--- config.mk ---
export PLATFORM = sky130hd
export DESIGN_NAME = sprite_fetch_scheduler
export DESIGN_NICKNAME = d
export VERILOG_FILES = /design/src/rtl/sprite_fetch_scheduler.sv
export SDC_FILE = /design/constraint.sdc
export NUM_CORES = 1
export LEC_CHECK = 0
export ABC_CLOCK_PERIOD_IN_PS = 6650
export BUFFER_PORTS_ARGS = -buffer_cell sky130_fd_sc_hd__buf_2
export CORE_MARGIN = 4
export CORE_UTILIZATION = 41
export CTS_BUF_LIST = sky130_fd_sc_hd__clkbuf_2 sky130_fd_sc_hd__clkbuf_4 sky130_fd_sc_hd__clkbuf_8
export CTS_CLUSTER_DIAMETER = 120
export CTS_CLUSTER_SIZE = 25
export DETAILED_ROUTE_END_ITERATION = 7
export HOLD_SLACK_MARGIN = 0.1
export PLACE_DENSITY = 0.71
export SLEW_MARGIN = 20
export SYNTH_ARGS = -nofsm -noshare
export SYNTH_HDL_FRONTEND = slang
export SYNTH_SLANG_ARGS = --single-unit
--- constraint.sdc ---
create_clock -name pixel_clock -period 6.65 [get_ports pixel_clock]
set_input_delay 0.3325 -clock pixel_clock [delete_from_list [all_inputs] [get_ports pixel_clock]]
set_output_delay 0.3325 -clock pixel_clock [all_outputs]
set_load 0.01 [all_outputs]
--- src/rtl/sprite_fetch_scheduler.sv ---
// -----------------------------------------------------------------------------
// sprite_fetch_scheduler
//
// Purpose:
//   For each video line, works out which sprite slots cover the next line
//   (y+1), fetches the matching sprite row from memory one word at a time and
//   strobes it into the owning slot's line buffer. Slots are scanned in index
//   order, one slot per cycle. A hit costs one memory handshake plus a
//   one-cycle load strobe.
//
// Ports:
//   pixel_clock       sole clock, rising edge
//   reset_n           synchronous active-low reset
//   hsync_start       one-cycle line-start pulse; starts a scan when idle
//   vsync_start       one-cycle frame-start pulse; cuts a scan short
//   y                 current line number (signed)
//   sprite_enable     per-slot enable
//   sprite_y          per-slot top line (signed), slot i at [i*COORD_WIDTH +: COORD_WIDTH]
//   sprite_base_addr  per-slot address of row 0, packed like sprite_y
//   mem_req           read request, held until mem_ack
//   mem_addr          read address, stable while mem_req is high
//   mem_ack           one-cycle acknowledge, mem_rdata valid with it
//   mem_rdata         read data
//   line_data         fetched sprite row for the slot being loaded
//   line_load         one-hot, one-cycle load strobe per slot
//   busy              high whenever the scheduler is not idle
//   line_done         one-cycle pulse when a scan completes
//   overrun           one-cycle pulse when an hsync_start was dropped
// -----------------------------------------------------------------------------
module sprite_fetch_scheduler #(
   parameter int COORD_WIDTH   = 16,
   parameter int NUM_SPRITES   = 4,
   parameter int ADDR_WIDTH    = 16,
   parameter int DATA_WIDTH    = 16,
   parameter int SPRITE_HEIGHT = 16
) (
   input  logic                              pixel_clock,
   input  logic                              reset_n,
   input  logic                              hsync_start,
   input  logic                              vsync_start,
   input  logic [COORD_WIDTH-1:0]            y,
   input  logic [NUM_SPRITES-1:0]            sprite_enable,
   input  logic [NUM_SPRITES*COORD_WIDTH-1:0] sprite_y,
   input  logic [NUM_SPRITES*ADDR_WIDTH-1:0]  sprite_base_addr,
   output logic                              mem_req,
   output logic [ADDR_WIDTH-1:0]             mem_addr,
   input  logic                              mem_ack,
   input  logic [DATA_WIDTH-1:0]             mem_rdata,
   output logic [DATA_WIDTH-1:0]             line_data,
   output logic [NUM_SPRITES-1:0]            line_load,
   output logic                              busy,
   output logic                              line_done,
   output logic                              overrun
);

   localparam int IDX_W  = (NUM_SPRITES > 1)   ? $clog2(NUM_SPRITES)   : 1;
   localparam int ROW_W  = (SPRITE_HEIGHT > 1) ? $clog2(SPRITE_HEIGHT) : 1;
   // Target carries one extra bit so y+1 never wraps; the difference needs
   // one more so that target - sprite_y cannot overflow either.
   localparam int TGT_W  = COORD_WIDTH + 1;
   localparam int DIFF_W = COORD_WIDTH + 2;

   typedef enum logic [2:0] {
      IDLE,
      SCAN,
      REQUEST,
      LOAD,
      DONE
   } state_t;

   state_t             state;
   logic [IDX_W-1:0]   idx;
   logic [TGT_W-1:0]   target;
   logic               abort;   // vsync seen while a request was outstanding

   // Live view of the slot currently being evaluated.
   logic [COORD_WIDTH-1:0] cur_y;
   logic [ADDR_WIDTH-1:0]  cur_base;
   logic [DIFF_W-1:0]      diff;
   logic [ADDR_WIDTH-1:0]  row;
   logic                   hit;
   logic                   last_idx;

   assign cur_y    = sprite_y[idx*COORD_WIDTH +: COORD_WIDTH];
   assign cur_base = sprite_base_addr[idx*ADDR_WIDTH +: ADDR_WIDTH];

   // Both operands sign-extended to DIFF_W, so diff is exact two's complement.
   assign diff = {target[TGT_W-1], target}
               - {{2{cur_y[COORD_WIDTH-1]}}, cur_y};

   // Non-negative and below the sprite height: the line lies inside the sprite.
   assign hit = sprite_enable[idx]
              && !diff[DIFF_W-1]
              && (diff < DIFF_W'(SPRITE_HEIGHT));

   // On a hit diff is in [0, SPRITE_HEIGHT), so its low bits are the row.
   assign row      = ADDR_WIDTH'(diff[ROW_W-1:0]);
   assign last_idx = (idx == IDX_W'(NUM_SPRITES - 1));

   // NOTE: every register, including the output strobes, is assigned with
   // non-blocking assignments in this one clocked block so that all of them
   // see the same pre-edge values of state, idx and target.
   always_ff @(posedge pixel_clock) begin
      if (!reset_n) begin
         state     <= IDLE;
         idx       <= '0;
         target    <= '0;
         abort     <= 1'b0;
         mem_req   <= 1'b0;
         mem_addr  <= '0;
         line_data <= '0;
         line_load <= '0;
         busy      <= 1'b0;
         line_done <= 1'b0;
         overrun   <= 1'b0;
      end else begin
         // NOTE: the one-cycle strobes default low here and are raised only by
         // the transition that owns them, so each lasts exactly one cycle.
         line_load <= '0;
         line_done <= 1'b0;
         // busy mirrors state != IDLE, so this flags any pulse that cannot start.
         overrun   <= hsync_start && busy;

         case (state)
            IDLE: begin
               if (hsync_start) begin
                  target <= {y[COORD_WIDTH-1], y} + TGT_W'(1);
                  idx    <= '0;
                  abort  <= 1'b0;
                  busy   <= 1'b1;
                  state  <= SCAN;
               end
            end

            SCAN: begin
               if (vsync_start) begin
                  line_done <= 1'b1;
                  state     <= DONE;
               end else if (hit) begin
                  mem_req  <= 1'b1;
                  mem_addr <= cur_base + row;
                  state    <= REQUEST;
               end else if (last_idx) begin
                  line_done <= 1'b1;
                  state     <= DONE;
               end else begin
                  idx <= idx + IDX_W'(1);
               end
            end

            REQUEST: begin
               if (mem_ack) begin
                  // Request drops on the ack edge; LOAD/DONE never re-request,
                  // so there is always a gap cycle before the next mem_req.
                  mem_req   <= 1'b0;
                  line_data <= mem_rdata;
                  if (abort || vsync_start) begin
                     line_done <= 1'b1;
                     state     <= DONE;
                  end else begin
                     line_load <= NUM_SPRITES'(1) << idx;
                     state     <= LOAD;
                  end
               end else if (vsync_start) begin
                  // The handshake cannot be withdrawn; remember to skip LOAD.
                  abort <= 1'b1;
               end
            end

            LOAD: begin
               if (last_idx) begin
                  line_done <= 1'b1;
                  state     <= DONE;
               end else begin
                  idx   <= idx + IDX_W'(1);
                  state <= SCAN;
               end
            end

            DONE: begin
               busy  <= 1'b0;
               state <= IDLE;
            end

            default: begin
               busy    <= 1'b0;
               mem_req <= 1'b0;
               state   <= IDLE;
            end
         endcase
      end
   end

endmodule

==> results by group, run 1 <==
Detailed routing
  – Routed vias: 4879
  – Routed vias/inst: 5.45
  – DRC viols: 0
  – Initial DRT Pass Iterations: 4
  – Routed Antenna Nets: 0
  – Drt wl/cell: 16.4 um
  – Post-Route WL: 14.7 mm
  – Starting DRT DRC Count: 286

Die
  – Row count: 39
  – Core Area: 11400 um2
  – Die W: 116 um
  – Initial core utilization: 41.9%
  – Area of the die: 13500 um2
  – Boundary Pins: 209
  – Die Span Y: 116 um

Clock tree
  – CTS Sinks: 63
  – Hold buffer count at CTS: 0
  – Total CTS buffers: 9
  – CTS HTree Levels: 3
  – Post-CTS Resized: 0
  – Clock latency at the later pin of the worst-skew pair: 0.34 ns
  – Clock buffer depth: 2
  – Root Buffer: clkbuf_8
  – Clock slew at reported path FFs: 0.08 ns
  – Post-CTS setup buffer count: 0
  – CTS tree: built

Critical path
  – CP arrival: 4.58 ns
  – CP Class: flip-flop to flip-flop
  – Req. time, crit path: 6.84 ns
  – CP max stage delay: 0.59 ns
  – CP bufs+invs: 3
  – Worst-path cell chain: buf_4 -> mux4_2 -> inv_1 -> ha_1 -> a21oi_2 -> o21ai_1 -> or2_0 -> o211ai_1 -> o21ai_1 -> or4_4 -> nor4_4 -> buf_4 -> mux2i_1 -> nor2_1
  – Worst setup SP type: flip-flop
  – FF-to-FF path depth: 14
  – Crit path max-delay family: simple AND/OR/NAND/NOR gates
  – R2R Setup Slk: 2.26 ns
  – Worst Path Max Fanout: 39
  – Slowest-stage cell, CP: mux4_2
  – RR Startpoint: idx[0]
  – Critical Path End Type: flip-flop
  – Reg-to-Reg End: mem_addr[3]

Power
  – Power Dens Cells: 200 nW/um2
  – Leakage Power: 2.73 nW
  – Total design power: 1.23 mW
  – Worst vdd ir: 0.000167 V

Yosys
  – Register area share after synthesis: 26.4%
  – Largest family of logic cells by synthesized area: multiplexers
  – Synth Area in Adders: 6.85%
  – Post-Syn Area: 4790 um2
  – Post-Syn Area per Cell: 8.62 um2
  – Xor and xnor fraction of the mapped netlist area: 4.94%
  – Distinct cells, synth: 62
  – Syn. warnings: 0
  – Compound-Gate Fraction of Synth Area: 16.1%
  – Synth Flop Type: dfxtp_1
  – Synth Net Count: 749
  – Async set-reset flop share out of synthesis: 0%
  – Mux cell area share after synthesis: 20.2%
  – Post-synth EDFFs: 0
  – Synthesized instance count: 555
  – Synth Register Bits: 63
  – Post-Synth Simple-Gate Area: 19.7%

Place
  – Buffers on Ports: 208
  – Post-Place Cells: 879
  – Placer Congestion: 0.907
  – Placed cell areas: 5900 um2
  – Setup Slack @ Placement: 2.23 ns
  – Post-DP HPWL: 12.0 mm

Worst hold path
  – HP Class: primary input to flip-flop
  – Hold Crit Start: mem_rdata[11]
  – Hold depth: 3
  – Hold EP: line_data[11]

Finish
  – Fillers: 1094
  – Layout cells sized above 1: 36.7%
  – Nets: 941
  – Finished Core Util: 53.7%
  – Post-route cell area: 6130 um2
  – Layout area overhead: 28.0%
  – Non-filler cells in the finished layout: 895
  – N_diodes: 0
  – Area of all sequential standard cells: 1260 um2
  – Multi-input logic area: 3250 um2

STA
  – Fin Clk Skew: 0.00781 ns
  – Hold Violations, Final: 0
  – Min Hold Slack: 0.226 ns
  – Final setup violation count: 0
  – Final setup margin: 2.26 ns
  – Final setup TNS: 0 ns
  – Final slew viol count: 0
  – Relative slew slack: 35.5%
  – Final Cycle Share: 66.0%
  – RSZ-0062 raised after global routing: false
  – Fmax: 0.228 GHz
  – Measured slew at the worst slew-check pin: 0.966 ns
  – Final min period: 4.39 ns

Status
  – Status: completed

GRT
  – Pin count of the biggest net entering global routing: 55
  – Total gr overflow: 0
  – Antenna violations before repair: 0
  – Vias in the first global route: 4779
  – Global-route usage over all layers: 21.1%
  – First-pass GRT wire length: 22.6 mm

Run
  – Max_cap viols: 0
-- Yosys cell counts (16+ instances only) --
library cell | n | area share, %
a21oi_1 | 42 | 4.4
clkbuf_1 | 21 | 1.6
dfxtp_1 | 63 | 26
ha_1 | 23 | 6.0
inv_1 | 33 | 2.6
mux2i_1 | 21 | 4.4
mux4_2 | 33 | 16
nand2_1 | 63 | 4.9
nand3_1 | 16 | 1.7
nor2_1 | 65 | 5.1
o21ai_0 | 23 | 2.4
xnor2_1 | 17 | 3.1
-- cells in the final DEF, fill, tap and decap left out, types with 3 or more instances in the layout --
| master | instances |
|---|---|
| buf_2 | 208 |
| nor2_1 | 65 |
| nand2_1 | 63 |
| dfxtp_1 | 61 |
| a21oi_1 | 42 |
| mux4_2 | 33 |
| inv_1 | 33 |
| o21ai_0 | 23 |
| ha_1 | 23 |
| mux2i_1 | 21 |
| xnor2_1 | 17 |
| nand3_1 | 16 |
| nand2b_1 | 11 |
| a211oi_1 | 11 |
| and3_1 | 10 |
| xor2_1 | 10 |
| clkbuf_8 | 9 |
| nand4_1 | 7 |
| a311oi_1 | 6 |
| nor3_1 | 5 |
| or3_1 | 5 |
| o21ai_1 | 5 |
| a21o_1 | 4 |
| nor3b_1 | 4 |
| buf_4 | 4 |
| o211ai_1 | 3 |
| a21oi_2 | 3 |
-- worst reg2reg max path, stage by stage (launching register included) --
cell and delay, ns:
dfxtp_2 0.38, buf_4 0.57, mux4_2 0.60, inv_1 0.07, ha_1 0.31, a21oi_2 0.23, o21ai_1 0.13, or2_0 0.21
o211ai_1 0.23, o21ai_1 0.11, or4_4 0.53, nor4_4 0.22, buf_4 0.33, mux2i_1 0.27, nor2_1 0.06
-- power breakdown --
part / total (mW) / switching [mW] / leakage [nW] / internal [mW]
Sequential: 0.402 / 0.0123 / 0.513 / 0.390
Combinational: 0.440 / 0.240 / 2.11 / 0.200
Clock: 0.386 / 0.170 / 0.112 / 0.216
-- metal layers --
metal | vias to the layer above | share of wire, % | routed length, um | track usage (%)
li1 | 2398 | - | - | -
met1 | 2319 | 43 | 6260 | 27.4
met2 | 147 | 50 | 7310 | 36.3
met3 | 15 | 6.4 | 947 | 4.33
met4 | 0 | 1.1 | 163 | 4.33
met5 | - | 0 | 0 | 0
-- cells by family (layout without fill, tap and decap cells) --
group,count (synthesis),after routing
AOI/OAI and AO/OA,119,119
xor gates and xnor gates,27,27
adders and majority gates,25,25
buffers and inverters,66,263
DFF,63,63
muxes,55,55
and+or+nand+nor,200,200
-- how the worst max path moves through the flow --
stage / startpoint / end / slack [ns] / cells after the start
4_1_cts: idx[0] / mem_addr[3] / 2.22 / 13
2_1_floorplan: idx[0] / mem_addr[7] / 1.73 / 17
3_3_place_gp: idx[0] / line_done / 2.38 / 13
3_5_place_dp: idx[0] / mem_addr[3] / 2.23 / 13
6_report: idx[0] / mem_addr[3] / 2.26 / 14
5_1_grt: idx[0] / state[0] / 1.90 / 13
-- registers in the layout, indices dropped and copies added, names as in the netlist --
signal and flops:
line_load 4, mem_addr 16, overrun 1, busy 1, idx 2, line_data 16
state 3, mem_req 1, target 17, abort 1, line_done 1
-- area by class of cell --
type | instances | area share, %
sequential | 63 | 20.6
tap | 143 | 2.92
inverter | 35 | 2.14
clock inverter | 7 | 1.72
multi-input combinational | 426 | 53.1
clock buffer | 9 | 2.02
timing repair buffer | 212 | 17.5
(Power assumes the default switching activity.)
==> run 2, diff against run 1 <==
--- a/config.mk
+++ b/config.mk
@@ -5,7 +5,7 @@
 export SDC_FILE = /design/constraint.sdc
 export NUM_CORES = 1
 export LEC_CHECK = 0
-export ABC_CLOCK_PERIOD_IN_PS = 6650
+export ABC_CLOCK_PERIOD_IN_PS = 3830
 export BUFFER_PORTS_ARGS = -buffer_cell sky130_fd_sc_hd__buf_2
 export CORE_MARGIN = 4
 export CORE_UTILIZATION = 41
@@ -14,7 +14,7 @@
 export CTS_CLUSTER_SIZE = 25
 export DETAILED_ROUTE_END_ITERATION = 7
 export HOLD_SLACK_MARGIN = 0.1
-export PLACE_DENSITY = 0.71
+export PLACE_DENSITY = 0.73
 export SLEW_MARGIN = 20
 export SYNTH_ARGS = -nofsm -noshare
 export SYNTH_HDL_FRONTEND = slang
==> constraint.sdc (replaced) <==
create_clock -name pixel_clock -period 3.83 [get_ports pixel_clock]
set_input_delay 0.1915 -clock pixel_clock [delete_from_list [all_inputs] [get_ports pixel_clock]]
set_output_delay 0.1915 -clock pixel_clock [all_outputs]
set_load 0.01 [all_outputs]
==> run 2 against run 1 <==
Final cell count rose by 3.1%; sequential cell count unchanged; clock-buffer cell count rose by 3; first-iteration DRC count is 8.7% lower; hold slack got worse by 0.068 ns; global-route usage increased by 0.82 points; sequential power increased by 74%; combinational power increased by 89%; total power up 72%; worst setup slack lost 2.1 ns; critical endpoint is now line_done; highest routed layer unchanged.
==> results by group, run 2 (synthesis results as in run 1) <==
Status
  – Status: completed

Critical path
  – Cell mode on critical path: nor4b_2
  – CP endpoint: line_done
  – RR Startpoint: idx[0]
  – CP Class: flip-flop to flip-flop
  – Critical Path End Type: flip-flop
  – CP arrival: 3.86 ns (-0.72 ns)
  – Worst setup SP type: flip-flop
  – FF-to-FF path depth: 12 (-2)
  – Slowest-stage cell, CP: or4b_4
  – R2R Setup Slk: 0.16 ns (-2.10 ns)
  – Worst-path cell chain: mux4_2 -> ha_2 -> fa_2 -> nand2b_4 -> a21oi_2 -> mux2_4 -> nor4b_2 -> nand3_1 -> nor4b_2 -> or4b_4 -> o21ai_2 -> a221oi_1
  – CP max stage delay: 0.53 ns (-0.06 ns)
  – Reg-to-Reg End: line_done
  – Worst Path Max Fanout: 3 (-92%)
  – Req. time, crit path: 4.02 ns (-2.82 ns)
  – CP startpoint: idx[0]

Worst hold path
  – HP Class: primary input to flip-flop

STA
  – Final min period: 3.67 ns (-0.719 ns)
  – Fmax: 0.272 GHz (+20%)
  – Final Cycle Share: 95.9% (+30 points)
  – RSZ-0062 raised after global routing: false
  – Final setup TNS: 0 ns (unchanged)
  – Hold Violations, Final: 0 (unchanged)
  – Measured slew at the worst slew-check pin: 0.986 ns (+0.0196 ns)
  – Relative slew slack: 34.2% (-1.3 points)
  – Fin Clk Skew: 0.0134 ns (+0.00562 ns)
  – Final setup violation count: 0 (unchanged)
  – Final slew viol count: 0 (unchanged)

Detailed routing
  – Post-Route WL: 14.9 mm (+1.6%)
  – Starting DRT DRC Count: 261 (-8.7%)
  – Routed vias/inst: 5.46 (+0.15%)
  – Routed vias: 5039 (+3.3%)
  – Initial DRT Pass Iterations: 5 (+1)
  – Routed Antenna Nets: 0 (unchanged)
  – DRC viols: 0 (unchanged)
  – Drt wl/cell: 16.2 um (-1.5%)

Die
  – Boundary Pins: 209 (unchanged)
  – Core Area: 11400 um2 (unchanged)
  – Die W: 116 um (unchanged)
  – Area of the die: 13500 um2 (unchanged)
  – Die Span Y: 116 um (unchanged)
  – Initial core utilization: 41.9% (unchanged)
  – Row count: 39 (unchanged)

Finish
  – Commonest non-fill, non-tap cells in the layout: buf_2, nor2_1, nand2_1, dfxtp_1, a21oi_1
  – Layout cells sized above 1: 38.3% (+1.6 points)
  – Commonest non-fill, non-tap cell in the layout: buf_2
  – Layout area overhead: 34.8%
  – Nets: 970 (+3.1%)
  – Max reg flops: 17 (unchanged)
  – Largest regs: target x17, line_data x16, mem_addr x16
  – Fillers: 1037 (-5.2%)
  – N_diodes: 0 (unchanged)
  – Largest Register: target
  – Finished Core Util: 56.5% (+2.8 points)

Clock tree
  – CTS HTree Levels: 3 (unchanged)
  – Clock slew at reported path FFs: 0.07 ns (about the same)
  – Root Buffer: clkbuf_8
  – Clock buffer depth: 2 (unchanged)
  – Total CTS buffers: 9 (unchanged)
  – Clock latency at the later pin of the worst-skew pair: 0.33 ns (about the same)
  – CTS Sinks: 63 (unchanged)
  – CTS tree: built

GRT
  – Pin count of the biggest net entering global routing: 55 (unchanged)
  – Global-route usage over all layers: 21.9% (+0.82 points)
  – Total gr overflow: 0 (unchanged)
  – Antenna violations before repair: 0 (unchanged)
  – First-pass GRT wire length: 23.7 mm (+4.8%)
  – Vias in the first global route: 5117 (+7.1%)

Power
  – Sequential Power Share: 33.0% (+0.2 points)
  – Clock power frac: 27.7% (-3.7 points)
  – Worst vdd ir: 0.000181 V (+8.7%)
  – Power Dens Cells: 328 nW/um2 (+64%)
  – Comb power frac: 39.3% (+3.5 points)
  – NetSw: 0.705 mW (+67%)
  – Switching Share: 33.3% (-1.0 points)
  – Cell-internal power: 1.41 mW (+75%)
  – Leakage Power: 2.88 nW (+5.3%)

Place
  – Placer Congestion: 0.935 (+3.1%)
  – Post-DP HPWL: 11.8 mm (-1.7%)
  – Buffers on Ports: 208 (unchanged)

Run
  – Max_cap viols: 0 (unchanged)
## run 2: changes by cell type in the layout (fill, tap and decap cells not counted), sizes merged
cell and delta:
clkinv -1, buf +12, bufinv -1, dlygate4sd3 +17, clkbuf +3, inv -2
## run 2: repair_timing
item,4_1_cts,5_1_grt
hold buffers,17,0
buffers inserted,0,1
gates resized for setup,0,6
hold endpoints to repair,17,0
setup endpoints to repair,0,15
## run 2: metal layers
layer | wire length, um | vias to the layer above | global-route usage, %
li1 | - | 2446 | -
met1 | 5900 | 2393 | 25.2
met2 | 7760 | 177 | 40.0
met3 | 1030 | 23 | 5.74
met4 | 222 | 0 | 5.96
met5 | 0 | - | 0
## run 2: worst min path at each step
stage	startpoint	end	slack [ns]	cells after the start
detailed placement	y[0]	target[0]	0.44	2
CTS	hsync_start	overrun	0.13	2
finish	hsync_start	overrun	0.16	2
floorplan	y[0]	target[0]	0.29	1
global route	reset_n	mem_req	0.14	2
global placement	y[0]	target[0]	0.43	2
## run 2: cell type report
type	instances	area (um2)	share of cell area, %
inverter	35	131	2.04
tap	143	179	2.77
clock inverter	3	42.5	0.659
clock buffer	12	159	2.46
sequential	63	1270	19.6
timing repair buffer	241	1370	21.2
multi-input combinational	426	3310	51.2
## run 2: per-stage QoR
step / cell area, um2 / hold slack [ns] / instances / setup slack, ns / total power, mW
after floorplan: 4890 / 0.287 / 555 / -0.0581 / 1.27
after global placement: 6050 / 0.429 / 890 / 0.243 / 1.49
after detailed placement: 6050 / 0.436 / 890 / 0.149 / 1.51
after CTS: 6420 / 0.134 / 922 / 0.102 / 2.13
after global routing: 6450 / 0.142 / 923 / 0.0221 / 2.27
final: 6450 / 0.157 / 923 / 0.157 / 2.12
## run 2: worst max-delay path: cells and delay by family (launching register included)
family | cells | cell delay [ns]
and+or+nand+nor | 5 | 1.30
AOI/OAI and AO/OA | 3 | 0.43
adders and majority gates | 2 | 0.58
muxes | 2 | 0.84
DFF | 1 | 0.39
## run 2: power by group through the flow
| stage | clock network, mW | registers, mW | logic [mW] |
|---|---|---|---|
| 2_1_floorplan | 0 | 0.704 | 0.568 |
| 3_5_place_dp | 0 | 0.713 | 0.798 |
| 6_report | 0.587 | 0.698 | 0.832 |
| 5_1_grt | 0.643 | 0.701 | 0.922 |
| 3_3_place_gp | 0 | 0.713 | 0.775 |
| 4_1_cts | 0.609 | 0.698 | 0.819 |
==> run 3, diff against run 2 <==
==> constraint.sdc (replaced) <==
create_clock -name pixel_clock -period 3.83 [get_ports pixel_clock]
set_input_delay 0.1915 -clock pixel_clock [delete_from_list [all_inputs] [get_ports pixel_clock]]
set_output_delay 0.1915 -clock pixel_clock [all_outputs]
set_load 0.1 [all_outputs]
==> run 3 against run 2 <==
Clock-buffer cell count did not move; routed wire length rose by 2.2%; worst setup slack improved by 0.0081 ns; final area rose by 1.3%; maximum frequency rose by 0.22%; combinational power rose by 2.5%; global-route usage barely moved; largest cell class unchanged.
==> results by group, run 3 (synthesis results as in run 1) <==
Power
  – Comb power frac: 39.5% (+0.2 points)
  – Power Dens Cells: 331 nW/um2 (+0.78%)
  – Clock power frac: 28.2% (+0.5 points)
  – Worst vdd ir: 0.000233 V (+29%)
  – NetSw: 0.744 mW (+5.5%)
  – Switching Share: 34.4% (+1.1 points)
  – Leakage Power: 2.92 nW (+1.4%)
  – Cell-internal power: 1.42 mW (+0.31%)
  – Sequential Power Share: 32.4% (-0.6 points)

Detailed routing
  – Starting DRT DRC Count: 268 (+2.7%)
  – Routed Antenna Nets: 0 (unchanged)
  – Routed vias/inst: 5.44 (-0.42%)
  – DRC viols: 0 (unchanged)
  – Routed vias: 5056 (+0.34%)
  – Drt wl/cell: 16.4 um (+1.4%)
  – Initial DRT Pass Iterations: 5 (unchanged)
  – Post-Route WL: 15.2 mm (+2.2%)

STA
  – Measured slew at the worst slew-check pin: 0.986 ns (+0.000630 ns)
  – Fin Clk Skew: 0.0125 ns (-0.000937 ns)
  – Final slew viol count: 0 (unchanged)
  – Fmax: 0.273 GHz (+0.22%)
  – Final Cycle Share: 95.7% (-0.21 points)
  – Relative slew slack: 34.2% (-0.042 points)
  – Hold Violations, Final: 0 (unchanged)
  – Min Hold Slack: 0.151 ns (-0.00583 ns)
  – Final setup margin: 0.165 ns (+0.00814 ns)
  – Final setup violation count: 0 (unchanged)
  – Final min period: 3.66 ns (-0.00814 ns)

Clock tree
  – CTS Sinks: 63 (unchanged)
  – Clock buffer depth: 2 (unchanged)
  – Clock latency at the later pin of the worst-skew pair: 0.34 ns (about the same)
  – Total CTS buffers: 9 (unchanged)
  – Root Buffer: clkbuf_8
  – CTS tree: built
  – Clock slew at reported path FFs: 0.07 ns (about the same)
  – CTS HTree Levels: 3 (unchanged)

Finish
  – Commonest non-fill, non-tap cells in the layout: buf_2, nor2_1, nand2_1, dfxtp_1, a21oi_1
  – Non-filler cells in the finished layout: 930 (+0.76%)
  – Layout cells sized above 1: 38.9% (+0.55 points)
  – N_diodes: 0 (unchanged)
  – Commonest non-fill, non-tap cell in the layout: buf_2
  – Nets: 976 (+0.62%)
  – Largest regs: target x17, line_data x16, mem_addr x16
  – Layout area overhead: 36.5%
  – Max reg flops: 17 (unchanged)
  – Largest Register: target
  – Post-route cell area: 6530 um2 (+1.3%)

Critical path
  – CP Class: flip-flop to flip-flop
  – CP max stage delay: 0.56 ns (+0.03 ns)
  – Slowest-stage cell, CP: or4b_4
  – CP arrival: 3.87 ns (about the same)
  – Worst setup SP type: flip-flop
  – Req. time, crit path: 4.03 ns (about the same)
  – Worst Path Max Fanout: 8 (+5)
  – Worst-path cell chain: buf_12 -> mux4_2 -> fa_2 -> nand2b_4 -> a211oi_1 -> o22ai_1 -> o21ba_1 -> o41ai_2 -> mux2i_2 -> buf_4 -> or4b_4 -> o21ai_2 -> a221oi_1
  – Critical Path End Type: flip-flop

Place
  – Placed cell areas: 6050 um2 (unchanged)
  – Buffers on Ports: 208 (unchanged)
  – Setup Slack @ Placement: 0.165 ns (+0.0161 ns)
  – Placer Congestion: 0.931 (-0.41%)
  – Post-DP HPWL: 11.9 mm (+0.47%)
  – Post-Place Cells: 890 (unchanged)

GRT
  – Antenna violations before repair: 0 (unchanged)
  – Vias in the first global route: 5079 (-0.74%)
  – Global-route usage over all layers: 21.9% (about the same)
  – Total gr overflow: 0 (unchanged)
  – Pin count of the biggest net entering global routing: 55 (unchanged)
  – First-pass GRT wire length: 23.7 mm (about the same)

Worst hold path
  – HP Class: primary input to flip-flop

Die
  – Boundary Pins: 209 (unchanged)
  – Area of the die: 13500 um2 (unchanged)
  – Die Span Y: 116 um (unchanged)
  – Initial core utilization: 41.9% (unchanged)
  – Row count: 39 (unchanged)
  – Core Area: 11400 um2 (unchanged)
  – Die W: 116 um (unchanged)

Run
  – Max_cap viols: 0 (unchanged)

Status
  – Status: completed
run 3: stage by stage:
stage	total power, mW	utilization (%)	setup TNS (ns)
finish	2.16	57.2	0
global route	2.30	57.2	-0.0405
CTS	2.15	56.3	0
detailed placement	1.52	53.0	0
global placement	1.50	53.0	0
floorplan	1.28	-	-0.627
run 3: power groups by stage:
stage	Sequential [mW]	Combinational [mW]	Clock, mW
2_1_floorplan	0.716	0.568	0
3_3_place_gp	0.714	0.785	0
3_5_place_dp	0.715	0.807	0
4_1_cts	0.700	0.825	0.626
5_1_grt	0.703	0.943	0.655
6_report	0.700	0.853	0.609
run 3: area by class of cell:
cell class / instances / area [um2]
Timing Repair Buffer: 247 / 1430
Inverter: 35 / 131
Clock buffer: 12 / 153
Sequential cell: 63 / 1270
Clock inverter: 4 / 52.6
Fill cell: 1040 / 4880
Multi-Input combinational cell: 426 / 3320
Tap cell: 143 / 179
run 3: worst paths after layout:
path,slack [ns],to,startpoint,cells past startpoint
worst max-delay path,0.17,line_done,idx[0],13
worst min register to register,0.46,line_data[12],line_data[12],2
worst max register to register,0.17,line_done,idx[0],13
worst min-delay path,0.15,mem_req,reset_n,2
run 3: layer usage:
layer	wire length, um	global-route usage (%)	share of wire [%]	up-vias
li1	-	-	-	2457
met1	6260	26.7	41	2399
met2	7780	38.6	51	177
met3	970	5.59	6.4	23
met4	228	5.72	1.5	0
met5	0	0	0	-
run 3: worst max-delay path: cells and delay by family (launching register included):
kind                       cells  cell delay, ns
and+or+nand+nor                2            0.72
muxes                          2            0.68
buffers and inverters          2            0.30
AOI/OAI and AO/OA              6            1.04
DFF                            1            0.39
adders and majority gates      1            0.38
run 3: repair_timing:
action / CTS / global route
hold buffers: 17 / 0
buffers inserted: 0 / 6
endpoints found under the setup margin: 0 / 22
endpoints found under the hold margin: 17 / 0
resized for setup: 0 / 8
